--- src/rtl/laser_point_feeder.sv ---
// Point-list feeder for the LASER core: stores 40 host-written points, streams them,
// waits for DONE, captures the circle centres and scores how many points they cover.
module laser_point_feeder #(
  parameter int unsigned NPts       = 40,
  parameter int unsigned RstCycles  = 2,
  parameter int unsigned TimeoutCyc = 1023
) (
  input  logic       clk,
  input  logic       rst_n,
  input  logic       load_en,
  input  logic [5:0] load_idx,
  input  logic [3:0] load_x,
  input  logic [3:0] load_y,
  input  logic       start,
  output logic       busy,
  output logic       laser_rst,
  output logic [3:0] x,
  output logic [3:0] y,
  input  logic       done,
  input  logic [3:0] c1x,
  input  logic [3:0] c1y,
  input  logic [3:0] c2x,
  input  logic [3:0] c2y,
  output logic [3:0] res_c1x,
  output logic [3:0] res_c1y,
  output logic [3:0] res_c2x,
  output logic [3:0] res_c2y,
  output logic [5:0] score,
  output logic       timeout,
  output logic       res_valid
);

  localparam int unsigned CntW = $clog2(TimeoutCyc + 1);

  typedef enum logic [2:0] {StIdle, StDrst, StStream, StWait, StScore, StReport} state_e;

  state_e state_q, state_d;
  logic [CntW-1:0] cnt_q, cnt_d;
  logic [7:0] pts_q [NPts];  // {x, y}
  logic       busy_q, busy_d;
  logic       laser_rst_q, laser_rst_d;
  logic [3:0] x_q, x_d, y_q, y_d;
  logic [3:0] rc1x_q, rc1x_d, rc1y_q, rc1y_d, rc2x_q, rc2x_d, rc2y_q, rc2y_d;
  logic [5:0] score_q, score_d, acc_q, acc_d;
  logic       timeout_q, timeout_d;
  logic       res_valid_q, res_valid_d;
  logic       load_we;
  logic [5:0] idx, nidx;
  logic       cov;

  // Only offsets of 0..4 can satisfy dx^2+dy^2<=16, so larger ones reject before squaring.
  function automatic logic in_circle(logic [3:0] px, logic [3:0] py,
                                     logic [3:0] cx, logic [3:0] cy);
    logic [3:0] dx, dy;
    logic [4:0] dx5, dy5, sqx, sqy;
    logic [5:0] sum;
    dx = (px > cx) ? px - cx : cx - px;
    dy = (py > cy) ? py - cy : cy - py;
    if (dx > 4'd4 || dy > 4'd4) return 1'b0;
    dx5 = {1'b0, dx};
    dy5 = {1'b0, dy};
    sqx = dx5 * dx5;
    sqy = dy5 * dy5;
    sum = {1'b0, sqx} + {1'b0, sqy};
    return sum <= 6'd16;
  endfunction

  assign idx  = cnt_q[5:0];
  assign nidx = cnt_q[5:0] + 6'd1;
  assign cov  = in_circle(pts_q[idx][7:4], pts_q[idx][3:0], rc1x_q, rc1y_q) |
                in_circle(pts_q[idx][7:4], pts_q[idx][3:0], rc2x_q, rc2y_q);
  assign load_we = (state_q == StIdle) && load_en && (load_idx < 6'(NPts));

  always_comb begin
    state_d     = state_q;
    cnt_d       = cnt_q;
    busy_d      = busy_q;
    laser_rst_d = laser_rst_q;
    x_d         = x_q;
    y_d         = y_q;
    rc1x_d      = rc1x_q;
    rc1y_d      = rc1y_q;
    rc2x_d      = rc2x_q;
    rc2y_d      = rc2y_q;
    score_d     = score_q;
    acc_d       = acc_q;
    timeout_d   = timeout_q;
    res_valid_d = 1'b0;
    unique case (state_q)
      StIdle: begin
        laser_rst_d = 1'b1;
        x_d         = 4'd0;
        y_d         = 4'd0;
        if (start) begin
          state_d   = StDrst;
          busy_d    = 1'b1;
          timeout_d = 1'b0;
          cnt_d     = '0;
        end
      end
      StDrst: begin
        if (cnt_q == CntW'(RstCycles - 1)) begin
          laser_rst_d = 1'b0;
          {x_d, y_d}  = pts_q[0];
          cnt_d       = '0;
          state_d     = StStream;
        end else begin
          cnt_d = cnt_q + 1'b1;
        end
      end
      StStream: begin
        if (cnt_q == CntW'(NPts - 1)) begin
          x_d     = 4'd0;
          y_d     = 4'd0;
          cnt_d   = '0;
          state_d = StWait;
        end else begin
          {x_d, y_d} = pts_q[nidx];
          cnt_d      = cnt_q + 1'b1;
        end
      end
      StWait: begin
        if (done) begin
          rc1x_d      = c1x;
          rc1y_d      = c1y;
          rc2x_d      = c2x;
          rc2y_d      = c2y;
          acc_d       = 6'd0;
          cnt_d       = '0;
          laser_rst_d = 1'b1;
          state_d     = StScore;
        end else if (cnt_q == CntW'(TimeoutCyc)) begin
          timeout_d   = 1'b1;
          rc1x_d      = 4'd0;
          rc1y_d      = 4'd0;
          rc2x_d      = 4'd0;
          rc2y_d      = 4'd0;
          score_d     = 6'd0;
          laser_rst_d = 1'b1;
          res_valid_d = 1'b1;
          state_d     = StReport;
        end else begin
          cnt_d = cnt_q + 1'b1;
        end
      end
      StScore: begin
        acc_d = acc_q + {5'd0, cov};
        cnt_d = cnt_q + 1'b1;
        if (cnt_q == CntW'(NPts - 1)) begin
          score_d     = acc_q + {5'd0, cov};
          res_valid_d = 1'b1;
          state_d     = StReport;
        end
      end
      StReport: begin
        busy_d  = 1'b0;
        state_d = StIdle;
      end
      default: state_d = StIdle;
    endcase
  end

  always_ff @(posedge clk or negedge rst_n) begin
    if (!rst_n) begin
      state_q     <= StIdle;
      cnt_q       <= '0;
      busy_q      <= 1'b0;
      laser_rst_q <= 1'b1;
      x_q         <= 4'd0;
      y_q         <= 4'd0;
      rc1x_q      <= 4'd0;
      rc1y_q      <= 4'd0;
      rc2x_q      <= 4'd0;
      rc2y_q      <= 4'd0;
      score_q     <= 6'd0;
      acc_q       <= 6'd0;
      timeout_q   <= 1'b0;
      res_valid_q <= 1'b0;
      for (int i = 0; i < NPts; i++) pts_q[i] <= 8'd0;
    end else begin
      state_q     <= state_d;
      cnt_q       <= cnt_d;
      busy_q      <= busy_d;
      laser_rst_q <= laser_rst_d;
      x_q         <= x_d;
      y_q         <= y_d;
      rc1x_q      <= rc1x_d;
      rc1y_q      <= rc1y_d;
      rc2x_q      <= rc2x_d;
      rc2y_q      <= rc2y_d;
      score_q     <= score_d;
      acc_q       <= acc_d;
      timeout_q   <= timeout_d;
      res_valid_q <= res_valid_d;
      if (load_we) pts_q[load_idx] <= {load_x, load_y};
    end
  end

  assign busy      = busy_q;
  assign laser_rst = laser_rst_q;
  assign x         = x_q;
  assign y         = y_q;
  assign res_c1x   = rc1x_q;
  assign res_c1y   = rc1y_q;
  assign res_c2x   = rc2x_q;
  assign res_c2y   = rc2y_q;
  assign score     = score_q;
  assign timeout   = timeout_q;
  assign res_valid = res_valid_q;

endmodule

--- config.mk ---
export PLATFORM = sky130hd
export DESIGN_NAME = laser_point_feeder
export DESIGN_NICKNAME = d
export VERILOG_FILES = /design/src/rtl/laser_point_feeder.sv
export SDC_FILE = /design/constraint.sdc
export NUM_CORES = 1
export LEC_CHECK = 0
export CAP_MARGIN = 20
export CORE_MARGIN = 2
export CORE_UTILIZATION = 51
export CTS_CLUSTER_DIAMETER = 80
export DETAILED_ROUTE_END_ITERATION = 12
export PLACE_DENSITY = 0.66
export SYNTH_ARGS = -nofsm -noshare
export SYNTH_HDL_FRONTEND = slang
export SYNTH_SLANG_ARGS = --single-unit
--- constraint.sdc ---
create_clock -name clk -period 15.21 [get_ports clk]
set_input_delay 2.2815 -clock clk [delete_from_list [all_inputs] [get_ports clk]]
set_output_delay 2.2815 -clock clk [all_outputs]
set_load 0.05 [all_outputs]
======== Word-level counts from Yosys, hierarchy flattened ========
Index checks and enable logic that the tools add are counted.
word-level totals
  register bits ........................... 373
  bits of input ports ..................... 35
operators by class
  $add $sub $neg .......................... 13
  multiply operators ...................... 4
  $lt $le $gt $ge ......................... 15
  equality and inequality tests ........... 17
  mux-type cells .......................... 62
  bitwise operators ....................... 4
  reduce and logical (&&, ||, !) cells .... 22
operator list
  operator               count
  $bwmux 320             1
  $bmux 8 s6             2
  $mux 4                 13
  $mux 10                5
  $pmux 10 s5            1
  $demux 8 s6            1
  $mux 8                 5
  $sub 4x4->4            8
  $mux 6                 4
  $pmux 4 s3             2
  $pmux 6 s2             2
  $ge 7x7->1 const B     3
  $not 6->7              3
  $mul 4x4->5            4
  $mux 3                 6
  $gt 4x3->1 const B     4
  $gt 4x4->1             4
  $mux 1                 15
  $pmux 3 s5             1
  $ne 2x2->1 const B     7
  $add 5x5->6            2
  $le 6x5->1 const B     2
  $add 10x1->10 const B  1
  $eq 10x1->1 const B    1
  23 further kinds       40

======== Longest topological paths before layout ========
Gate-level depths: netlist (run 1).
  word-level depth ........................ 14
  gate-level depth with buffers ........... 33
  mapped depth without buffers ............ 29

======== Least setup slack after synthesis (run 1) ========
No wires, ideal clock.
  path type ............................... register to register
  from .................................... register cnt_q[0]
  to ...................................... register score_q[5], in the netlist score[5]
  library setup time ...................... 67 ps
  data arrival time ....................... 6774 ps
  setup slack ............................. 8369 ps
  stages on the path, launching flop included .. 26
  buffers on the path ..................... 1
  period minus slack after synthesis ...... 6841 ps
  cell sequence ........................... dfrtp_1 > buf_1 > mux4_2 > mux4_2 > a21oi_1 > nor2_1 > a21o_1 > ha_1 > and4_1 > nor3_1 > mux2i_1 > inv_1 > ha_1 > ha_1 > inv_1 > fa_1 > nand4b_1 > a221o_1 > a221o_1 > a21oi_1 > a31o_2 > ha_1 > nand3_1 > or3_1 > a21oi_1 > mux2_2
between the ends
  longest elaborated chain between the ends .. 14
  elaborated cells on any way between the ends .. 47
  those cells by class .................... add/sub (11); mul (4); order compare (10); eq/ne (4); mux (13); bitwise (2); reduce/logical (3)
ends and longest elaborated chain
  what                                                    RTL line  RTL
  start, declared                                         38        logic [CntW-1:0] cnt_q, cnt_d;
  start signal, assigned                                  182       cnt_q <= cnt_d;
  $not 6->7 (not written as such)                         70, 71
  $bmux 8 s6                                              70, 71
  $mux 8 (not written as such) (2 in a row)               70, 71
  $sub 4x4->4 (tied with other cells)                     57        dx = (px > cx) ? px - cx : cx - px;
  $mux 4 (on tied branches)                               57, 58
  $mul 4x4->5 (tied with other cells)                     62        sqx = dx5 * dx5;
  $add 5x5->6 / $logic_or 1x1->1 (equally long branches)  64, 59
  $le 6x5->1 / $mux 1 (equally long branches)             65, 59
  $mux 1                                                  60        dx5 = {1'b0, dx};
  $or 1x1->1                                              70        assign cov = in_circle(pts_q[idx][7:4], pts_q[idx][3:0], rc1x_q, rc1y_q) |
  $add 6x1->6                                             150       score_d = acc_q + {5'd0, cov};
  $mux 6                                                  149       if (cnt_q == CntW'(NPts - 1)) begin
  $pmux 6 s2                                              89        unique case (state_q)
  end signal, assigned                                    191       score_q <= score_d;
  end, declared                                           44        logic [5:0] score_q, score_d, acc_q, acc_d;
Several ways; a longest one is shown, not always the timed one. The select of a mux whose other input is x is not followed.
A chain may end at the register's enable or synchronous reset.

======== Final worst setup path (run 1) ========
Same ends and word-level chain as after synthesis.

==> flow_summary.json, run 1 <==
{
  "timing.fmax_mhz": 110,
  "fin_nets": 1744,
  "p_switching_mw": 1.59,
  "vias": 14500,
  "status": "completed",
  "hold_class": "register to register",
  "switching_share_pct": 37.3,
  "grt_pass1_vias": 14500,
  "postSynthNetCount": 1723,
  "register_area_um2": 9340,
  "grt_pass1_wl_um": 90000,
  "setup-tns-final_ns": 0,
  "drive_above_1_share_pct": 37.1,
  "ys_seq_elements": 373,
  "setup_viol": 0,
  "dieArea_um2": 44200,
  "cts_tree": "yes",
  "io_buffers": 68,
  "yosys.area.top_type_share_pct": 42.9,
  "drv_cap": 0,
  "core-area_um2": 41900,
  "start_kind": "register",
  "synth_area_leaders": "dfrtp_1 43%, mux4_2 18%, mux2_2 17%",
  "drt_pass1_iterations": 5,
  "grt_max_degree": 183,
  "path_class": "register to register",
  "drtIter0Drc": 1341,
  "cts-root-buf": "clkbuf_16",
  "fin_crit_sh_pct": 59.7,
  "cts_resized": 0,
  "postSynth.asyncResetShare_pct": 100,
  "grtUsageTotal_pct": 27.0,
  "worst_slew_pin_slew_ns": 1.15,
  "fin_hold_ws_ns": 0.481,
  "critPathCaptureType": "register",
  "place_inst": 2146,
  "p_int_mw": 2.68,
  "cp_max_fo": 49,
  "path_common_cell": "ha_1",
  "post-route-drc-count": 0,
  "cts_buffer_depth": 3,
  "yosys.area.top_type": "dfrtp_1",
  "required_ns": 15.74,
  "avgSynthCellArea_um2": 13.3,
  "wirelength_um": 58000,
  "insertion_delay_ns": 0.59,
  "post-place-ws_ns": 6.13,
  "cts_setup_buffers": 0,
  "area_delta_synth_final_pct": 11.8,
  "seqPwrFrac_pct": 30.9,
  "fillers": 3341,
  "n_antenna_cell": 0,
  "clkPwrFrac_pct": 25.1,
  "critPathTopFamily": "compound AO/OA/AOI/OAI gates",
  "synth-edff-count": 0,
  "ir_worst_vdd_mv": 0.112,
  "total_leakage_power_nw": 11.0,
  "post_layout_nonfiller_instances": 2223,
  "wl_per_cell_um": 26.1,
  "die_y_um": 210,
  "final_util_pct": 57.9,
  "syn_area_um2": 21700,
  "drv_slew": 0,
  "synth_flop_cell": "dfrtp_1",
  "final_hold_viol_count": 0,
  "synth_warnings": 0,
  "rows": 75,
  "postSynthCellCount": 1632,
  "drtAntennaViolNets": 0,
  "place.gp.congestion": 0.868,
  "path_buf_inv": 4,
  "combinationalPowerShare_pct": 44.0,
  "relSlewSlack_pct": 23.5,
  "cts_inserted_buffers": 44,
  "critPathMaxStageDelay_ns": 0.80,
  "clk_pin_slew_ns": 0.06,
  "cts_num_sinks": 373,
  "htree_levels": 2,
  "ios": 69,
  "start_util_pct": 51.8,
  "cp_slowest_cell": "buf_4",
  "dp_hpwl_um": 37800,
  "routed_via_density": 6.50,
  "antenna_found_initial": 0,
  "ctsHoldBuffers": 0,
  "power_density_nw_per_um2": 176,
  "fin_ws_ns": 6.14,
  "crit_arrival_ns": 9.60,
  "grt_remaining_overflow": 0,
  "fin_skew_ns": 0.0322,
  "die_w_um": 210,
  "multi_input_area_um2": 11700,
  "rsz0062_at_grt": "false",
  "post-route-min-period_ns": 9.07,
  "synth.distinct_cells": 60,
  "ys_seq_area_share_pct": 43.0
}
-- power groups by stage --
stage / clock network, mW / registers (mW) / logic [mW]
CTS: 1.09 / 1.32 / 1.88
global placement: 0 / 1.32 / 1.83
finish: 1.07 / 1.32 / 1.88
global route: 1.13 / 1.34 / 2.04
floorplan: 0 / 1.35 / 1.38
detailed placement: 0 / 1.33 / 1.87
-- through the flow --
| step | power, mW | cell area, um^2 |
|---|---|---|
| global placement | 3.15 | 22800 |
| floorplan | 2.72 | 21700 |
| detailed placement | 3.21 | 22800 |
| finish | 4.26 | 24300 |
| global route | 4.51 | 24300 |
| CTS | 4.29 | 24300 |
-- cell usage after synthesis (all sizes together) (9+ instances only) --
library cell  number
dfrtp            372
mux2             325
mux4             176
nand2            113
clkbuf            76
nor2              71
a21oi             52
ha                46
inv               43
mux2i             42
buf               40
o21ai             29
nor3              25
a22o              20
nor2b             18
o22ai             17
xnor2             16
and2              13
a21o              11
nand3             11
a211oi            10
fa                10
a211o              9
-- cell type report --
| type | instances | area share, % |
|---|---|---|
| clock inverter | 11 | 0.670 |
| tap | 539 | 2.78 |
| multi-input combinational | 1100 | 48.4 |
| clock buffer | 66 | 5.41 |
| sequential | 373 | 38.5 |
| inverter | 43 | 0.665 |
| timing repair buffer | 91 | 3.59 |
-- sequential cells by signal, indices dropped and copies added (netlist names) --
signal / flops
x: 4
score: 6
y: 4
res_c1y: 4
cnt_q: 10
res_c2x: 4
res_c1x: 4
acc_q: 6
busy: 1
timeout: 1
state_q: 3
pts_q: 320
laser_rst: 1
res_valid: 1
res_c2y: 4
-- logic make-up (layout without fill, tap and decap cells) --
group | count (synthesis) | count (layout) | synth area share (%)
buffers and inverters | 159 | 211 | 3.19
adders and majority gates | 56 | 56 | 3.57
xor gates and xnor gates | 25 | 25 | 1.13
DFF | 373 | 373 | 43.0
muxes | 543 | 543 | 37.0
and+or+nand+nor | 305 | 305 | 6.88
AOI/OAI and AO/OA | 171 | 171 | 5.19
-- worst reg2reg max path, cell delays in order (launching register included) --
cell,delay (ns)
dfrtp_4,0.61
buf_4,0.74
buf_4,0.86
mux4_2,0.66
mux4_2,0.46
a21oi_1,0.38
nor2_1,0.11
a21o_1,0.19
ha_1,0.36
and4_1,0.22
nor3_1,0.60
mux2i_1,0.37
inv_1,0.07
ha_1,0.21
ha_1,0.29
inv_1,0.06
fa_1,0.53
nand4b_1,0.14
a221o_1,0.35
a221o_1,0.34
a21oi_1,0.11
a31o_2,0.24
ha_1,0.19
nand3_1,0.17
or3_1,0.39
a21oi_1,0.18
mux2_2,0.17
-- layout by cell type, fill, tap and decap left out, types with 9 or more instances in the layout --
master	instances
dfrtp_1	369
mux2_2	325
mux4_2	176
nand2_1	113
nor2_1	68
clkdlybuf4s50_1	67
a21oi_1	52
ha_1	45
clkbuf_16	44
inv_1	43
mux2i_1	42
o21ai_0	27
buf_4	22
nor3_1	21
a22o_1	20
nor2b_1	18
o22ai_1	17
xnor2_1	15
and2_1	13
clkbuf_8	13
nand3_1	11
a21o_1	11
a211oi_1	10
fa_1	10
a211o_1	9
clkbuf_1	9
-- worst paths after layout --
path	from	end	slack, ns	depth (start not counted)
max	cnt_q[0]$_DFFE_PN0P_	score[5]$_DFFE_PN0P_	6.14	26
min	score[1]$_DFFE_PN0P_	score[1]$_DFFE_PN0P_	0.48	2
max reg2reg	cnt_q[0]$_DFFE_PN0P_	score[5]$_DFFE_PN0P_	6.14	26
min reg2reg	score[1]$_DFFE_PN0P_	score[1]$_DFFE_PN0P_	0.48	2
max in group asynchronous	rst_n	pts_q[79]$_DFFE_PN0P_	11.81	2
min in group asynchronous	rst_n	res_valid$_DFF_PN0_	1.74	1
-- routing by layer --
| metal | global-route usage [%] | routed length, um | part of all wire [%] |
|---|---|---|---|
| met5 | 0 | 0 | 0 |
| met4 | 9.59 | 1890 | 3.3 |
| met3 | 5.26 | 3920 | 6.8 |
| met2 | 42.5 | 27400 | 47 |
| met1 | 37.7 | 24800 | 43 |
Power figures use the tool's default switching activity.
==> inputs of run 2 (changes only) <==
==> constraint.sdc (replaced) <==
create_clock -name clk -period 9.05 [get_ports clk]
set_input_delay 1.3575 -clock clk [delete_from_list [all_inputs] [get_ports clk]]
set_output_delay 1.3575 -clock clk [all_outputs]
set_load 0.05 [all_outputs]
==> run 2 against run 1 <==
  * Critical path type unchanged
  * Die area unchanged
  * Non-clock buffer count increased by 14
  * Sequential power is 72% higher
  * Register-to-register slack worse by 5.0 ns
  * Largest cell class unchanged
  * Highest routed layer unchanged
  * Clock skew shrank 0.0026 ns
==> flow_summary.json, run 2 (same netlist as run 1, synthesis figures left out) <==
{
  "status": "completed",
  "die_y_um": 210,
  "wl_per_cell_um": 25.9,
  "n_antenna_cell": 0,
  "wirelength_um": 58000,
  "cts_inserted_buffers": 42,
  "final_cell_area_um2": 24300,
  "ctsHoldBuffers": 0,
  "path_class": "register to register",
  "area_delta_synth_final_pct": 12.1,
  "drv_cap": 0,
  "critPathCaptureType": "register",
  "core-area_um2": 41900,
  "post-route-min-period_ns": 7.91,
  "layout_commonest_cell": "dfrtp_1",
  "cts_tree": "yes",
  "post-route-drc-count": 0,
  "grt_pass1_wl_um": 90200,
  "cts_setup_buffers": 0,
  "grtUsageTotal_pct": 26.8,
  "path_common_cell": "ha_1",
  "timing.fmax_mhz": 126,
  "drt_pass1_iterations": 5,
  "grt_remaining_overflow": 0,
  "drtAntennaViolNets": 0,
  "cts_resized": 0,
  "hold_depth": 2,
  "setup_viol": 0,
  "start_util_pct": 51.8,
  "hold_class": "register to register",
  "placed_cell_area_um2": 22900,
  "fin_skew_ns": 0.0296,
  "drive_above_1_share_pct": 37.7,
  "worst_slew_pin_slew_ns": 1.07,
  "dieArea_um2": 44200,
  "start_kind": "register",
  "rsz0062_at_grt": "false",
  "fin_nets": 1756,
  "htree_levels": 2,
  "clk_pin_slew_ns": 0.06,
  "fin_hold_ws_ns": 0.488,
  "cts_buffer_depth": 3,
  "antenna_found_initial": 0,
  "reg2regPathDepth": 25,
  "top_register": "pts_q",
  "cp_max_fo": 37,
  "rows": 75,
  "routed_via_density": 6.48,
  "total_leakage_power_nw": 11.0,
  "cp_slowest_cell": "dfrtp_4",
  "vias": 14500,
  "final_cell_mix": "369 x dfrtp_1, 325 x mux2_2, 176 x mux4_2",
  "die_w_um": 210,
  "required_ns": 9.57,
  "final_hold_viol_count": 0,
  "cts_num_sinks": 373,
  "insertion_delay_ns": 0.58,
  "ir_worst_vdd_mv": 0.243,
  "post_layout_nonfiller_instances": 2236,
  "grt_pass1_vias": 14700,
  "drv_slew": 0,
  "total_power_mw": 7.15,
  "grt_max_degree": 129,
  "io_buffers": 68,
  "dp_hpwl_um": 39400,
  "power_density_nw_per_um2": 294,
  "place_inst": 2159,
  "setup-tns-final_ns": 0,
  "place.gp.congestion": 0.865,
  "drtIter0Drc": 1282,
  "relSlewSlack_pct": 29.0,
  "fin_crit_sh_pct": 87.4,
  "largestRegisters": "pts_q (320), cnt_q (10)",
  "cts-root-buf": "clkbuf_16",
  "critPathMaxStageDelay_ns": 0.87,
  "fillers": 3298,
  "largest_reg_flops": 320,
  "ios": 69,
  "crit_arrival_ns": 8.43
}
-- run 2: changes by cell type in the layout (fill, tap and decap cells not counted), sizes merged --
cell	before	now
buf	24	37
bufinv	2	3
clkbuf	66	61
clkinv	7	9
clkinvlp	0	2
-- run 2: final cells by class --
cell class                      instances  area (um^2)  area share [%]
Timing Repair Buffer                  105         1010            4.16
Clock inverter                         16          179           0.735
Clock buffer                           60         1230            5.05
Inverter                               43          161           0.663
Multi-Input combinational cell       1100        11700            48.2
Sequential cell                       373         9340            38.4
Tap cell                              539          674            2.77
-- run 2: worst max-delay path: cells and delay by family, from the launching register on --
| family | cells | cell delay, ns |
|---|---|---|
| AOI/OAI and AO/OA | 7 | 1.81 |
| adders and majority gates | 5 | 1.57 |
| buffers and inverters | 3 | 0.46 |
| DFF | 1 | 0.87 |
| muxes | 4 | 1.50 |
| and+or+nand+nor | 6 | 1.58 |
-- run 2: report_power, final --
group / total (mW) / switching (mW) / internal [mW]
Clock: 1.75 / 0.717 / 1.04
Sequential: 2.27 / 0.323 / 1.95
Combinational: 3.12 / 1.61 / 1.51
-- run 2: per-layer routing --
metal  global-route usage [%]  routed length [um]  vias to the layer above
li1                         -                   -                     6221
met1                     37.1               24700                     7668
met2                     43.1               27800                      503
met3                     5.01                3750                      100
met4                     9.10                1650                        0
met5                        0                   0                        -
-- run 2: worst paths after layout --
| kind | endpoint | slack (ns) | startpoint |
|---|---|---|---|
| max | score[5]$_DFFE_PN0P_ | 1.14 | cnt_q[0]$_DFFE_PN0P_ |
| min | score[1]$_DFFE_PN0P_ | 0.49 | score[1]$_DFFE_PN0P_ |
| max reg2reg | score[5]$_DFFE_PN0P_ | 1.14 | cnt_q[0]$_DFFE_PN0P_ |
| max in group asynchronous | pts_q[74]$_DFFE_PN0P_ | 6.64 | rst_n |
| min in group asynchronous | score[5]$_DFFE_PN0P_ | 0.86 | rst_n |
| min reg2reg | score[1]$_DFFE_PN0P_ | 0.49 | score[1]$_DFFE_PN0P_ |
-- run 2: metrics by stage --
step                utilization (%)  worst slack [ns]
floorplan                         -              2.21
global placement               54.6              1.31
detailed placement             54.7              1.10
CTS                            58.0              1.10
global route                   58.0             0.639
finish                         58.0              1.14
==> inputs of run 3 (changes only) <==
--- a/config.mk
+++ b/config.mk
@@ -6,10 +6,11 @@
 export NUM_CORES = 1
 export LEC_CHECK = 0
 export CAP_MARGIN = 20
-export CORE_MARGIN = 2
+export CORE_MARGIN = 10
 export CORE_UTILIZATION = 51
 export CTS_CLUSTER_DIAMETER = 80
 export DETAILED_ROUTE_END_ITERATION = 12
+export GPL_TIMING_DRIVEN = 0
 export PLACE_DENSITY = 0.66
 export SYNTH_ARGS = -nofsm -noshare
 export SYNTH_HDL_FRONTEND = slang
==> constraint.sdc (replaced) <==
create_clock -name clk -period 8 [get_ports clk]
set_input_delay 1.2 -clock clk [delete_from_list [all_inputs] [get_ports clk]]
set_output_delay 1.2 -clock clk [all_outputs]
set_load 0.05 [all_outputs]
==> run 3 against run 2 <==
  * Register-to-register slack worse by 0.75 ns
  * Sequential share of layout area is 0.60 points lower
  * Non-clock buffer count is 71 higher
  * Die area is 16% higher
  * Largest power group unchanged
==> flow_summary.json, run 3 (same netlist as run 1, synthesis figures left out) <==
{
  "register_area_um2": 9340,
  "insertion_delay_ns": 0.57,
  "post-place-ws_ns": -0.329,
  "die_w_um": 226,
  "clk_pin_slew_ns": 0.06,
  "fin_skew_ns": 0.0118,
  "dieArea_um2": 51200,
  "setup-tns-final_ns": 0,
  "critPathTopFamily": "adder cells",
  "drive_above_1_share_pct": 37.1,
  "timing.fmax_mhz": 131,
  "power_density_nw_per_um2": 344,
  "cts_num_sinks": 373,
  "hold_class": "register to register",
  "critPathMaxStageDelay_ns": 0.60,
  "grtUsageTotal_pct": 26.0,
  "final_cell_mix": "371 x dfrtp_1, 325 x mux2_2, 176 x mux4_2",
  "path_common_cell": "ha_1",
  "cts_inserted_buffers": 42,
  "ctsHoldBuffers": 0,
  "path_depth": 28,
  "drtIter0Drc": 1530,
  "ir_worst_vdd_mv": 0.249,
  "rows": 75,
  "start_util_pct": 51.7,
  "final_hold_viol_count": 0,
  "drv_slew": 0,
  "multi_input_area_um2": 11700,
  "fin_ws_ns": 0.386,
  "reg2regPathDepth": 28,
  "vias": 15200,
  "antenna_found_initial": 3,
  "r2r_start": "cnt_q[0]$_DFFE_PN0P_",
  "relSlewSlack_pct": 28.8,
  "fillers": 3388,
  "setup_viol": 0,
  "largestRegisters": "pts_q (320), cnt_q (10)",
  "total_leakage_power_nw": 11.2,
  "grt_remaining_overflow": 0,
  "cp_max_fo": 10,
  "crit_arrival_ns": 8.12,
  "fin_nets": 1827,
  "grt_pass1_vias": 15600,
  "io_buffers": 57,
  "grt_max_degree": 113,
  "drt_pass1_iterations": 5,
  "start_kind": "register",
  "place.gp.congestion": 0.961,
  "rsz0062_at_grt": "false",
  "setup.worst_path.start": "cnt_q[0]$_DFFE_PN0P_",
  "fin_crit_sh_pct": 95.2,
  "r2r_setup_slack_ns": 0.39,
  "post-route-min-period_ns": 7.61,
  "cp_slowest_cell": "mux4_2",
  "wirelength_um": 65800,
  "cts_tree": "yes",
  "dp_hpwl_um": 47100,
  "grt_pass1_wl_um": 99000,
  "top_register": "pts_q",
  "area_delta_synth_final_pct": 13.8,
  "drtAntennaViolNets": 0,
  "core-area_um2": 42000,
  "path_buf_inv": 6,
  "largest_reg_flops": 320,
  "path_class": "register to register",
  "regToRegEndpoint": "score[5]$_DFFE_PN0P_",
  "ios": 69,
  "status": "completed",
  "wl_per_cell_um": 28.5,
  "htree_levels": 2,
  "worst_slew_pin_slew_ns": 1.07,
  "cts_buffer_depth": 3,
  "required_ns": 8.51,
  "post-route-drc-count": 0,
  "die_y_um": 226,
  "cts-root-buf": "clkbuf_16",
  "critPathCapture": "score[5]$_DFFE_PN0P_",
  "critPathCaptureType": "register",
  "layout_commonest_cell": "dfrtp_1",
  "routed_via_density": 6.57,
  "drv_cap": 0
}
-- run 3: cell count changes in the layout (fill, tap and decap cells not counted), moves of 5 or more --
| cell | delta |
|---|---|
| clkbuf_1 | +65 |
| bufinv_16 | +5 |
| buf_2 | +18 |
| clkdlybuf4s50_1 | -11 |
| buf_6 | +14 |
| buf_4 | -24 |
-- run 3: area by class of cell --
cell class	count	share of cell area (%)
diodes	1	0.0101
plain buffers	112	2.44
clock buffers	58	4.94
clock inverters	17	1.25
inverters	43	0.653
multi-input cells	1100	47.4
flip-flops and latches	373	37.8
well taps	539	2.73
repair buffers	64	2.77
-- run 3: metal layers --
layer / part of all wire [%] / up-vias / global-route usage, %
li1: - / 6358 / -
met1: 38 / 7902 / 32.3
met2: 48 / 718 / 41.7
met3: 8.8 / 176 / 6.64
met4: 5.2 / 0 / 12.8
met5: 0 / - / 0
-- run 3: metrics by stage --
step | instance area, um^2 | total power, mW | hold WS (ns) | utilization, % | std cells
2_1_floorplan | 21700 | 5.18 | 0.452 | - | 1632
3_3_place_gp | 23000 | 6.15 | 0.464 | 54.6 | 2228
3_5_place_dp | 23100 | 6.27 | 0.477 | 54.9 | 2233
4_1_cts | 24600 | 8.44 | 0.489 | 58.6 | 2308
5_1_grt | 24700 | 8.93 | 0.522 | 58.8 | 2306
6_report | 24700 | 8.50 | 0.483 | 58.8 | 2307
-- run 3: what timing repair did --
item	in CTS	in global routing
resized for setup	19	40
buffers inserted	0	2
pin swaps	0	1
endpoints found under the setup margin	7	8
-- run 3: worst min-delay path by stage --
stage	slack, ns	start	to	cells after the start
6_report	0.48	score[3]$_DFFE_PN0P_	score[3]$_DFFE_PN0P_	2
5_1_grt	0.52	acc_q[5]$_DFFE_PN0P_	acc_q[5]$_DFFE_PN0P_	1
4_1_cts	0.49	score[4]$_DFFE_PN0P_	score[4]$_DFFE_PN0P_	2
3_5_place_dp	0.48	score[4]$_DFFE_PN0P_	score[4]$_DFFE_PN0P_	2
3_3_place_gp	0.46	acc_q[0]$_DFFE_PN0P_	acc_q[0]$_DFFE_PN0P_	2
2_1_floorplan	0.45	acc_q[0]$_DFFE_PN0P_	acc_q[0]$_DFFE_PN0P_	2
-- run 3: power breakdown --
group	leakage (nW)	total, mW	switching (mW)	internal [mW]
registers	5.09	2.48	0.273	2.20
logic	5.36	3.87	2.10	1.77
clock network	0.752	2.15	0.827	1.33
total	11.2	8.50	3.20	5.30
-- run 3: worst register-to-register path: cells and delay by family, from the launching register on --
family | cells | cell delay (ns)
fa+ha+maj | 6 | 1.89
compound gates | 7 | 1.75
mux | 4 | 1.62
simple gates | 5 | 0.98
buf+inv | 6 | 0.84
flops | 1 | 0.46
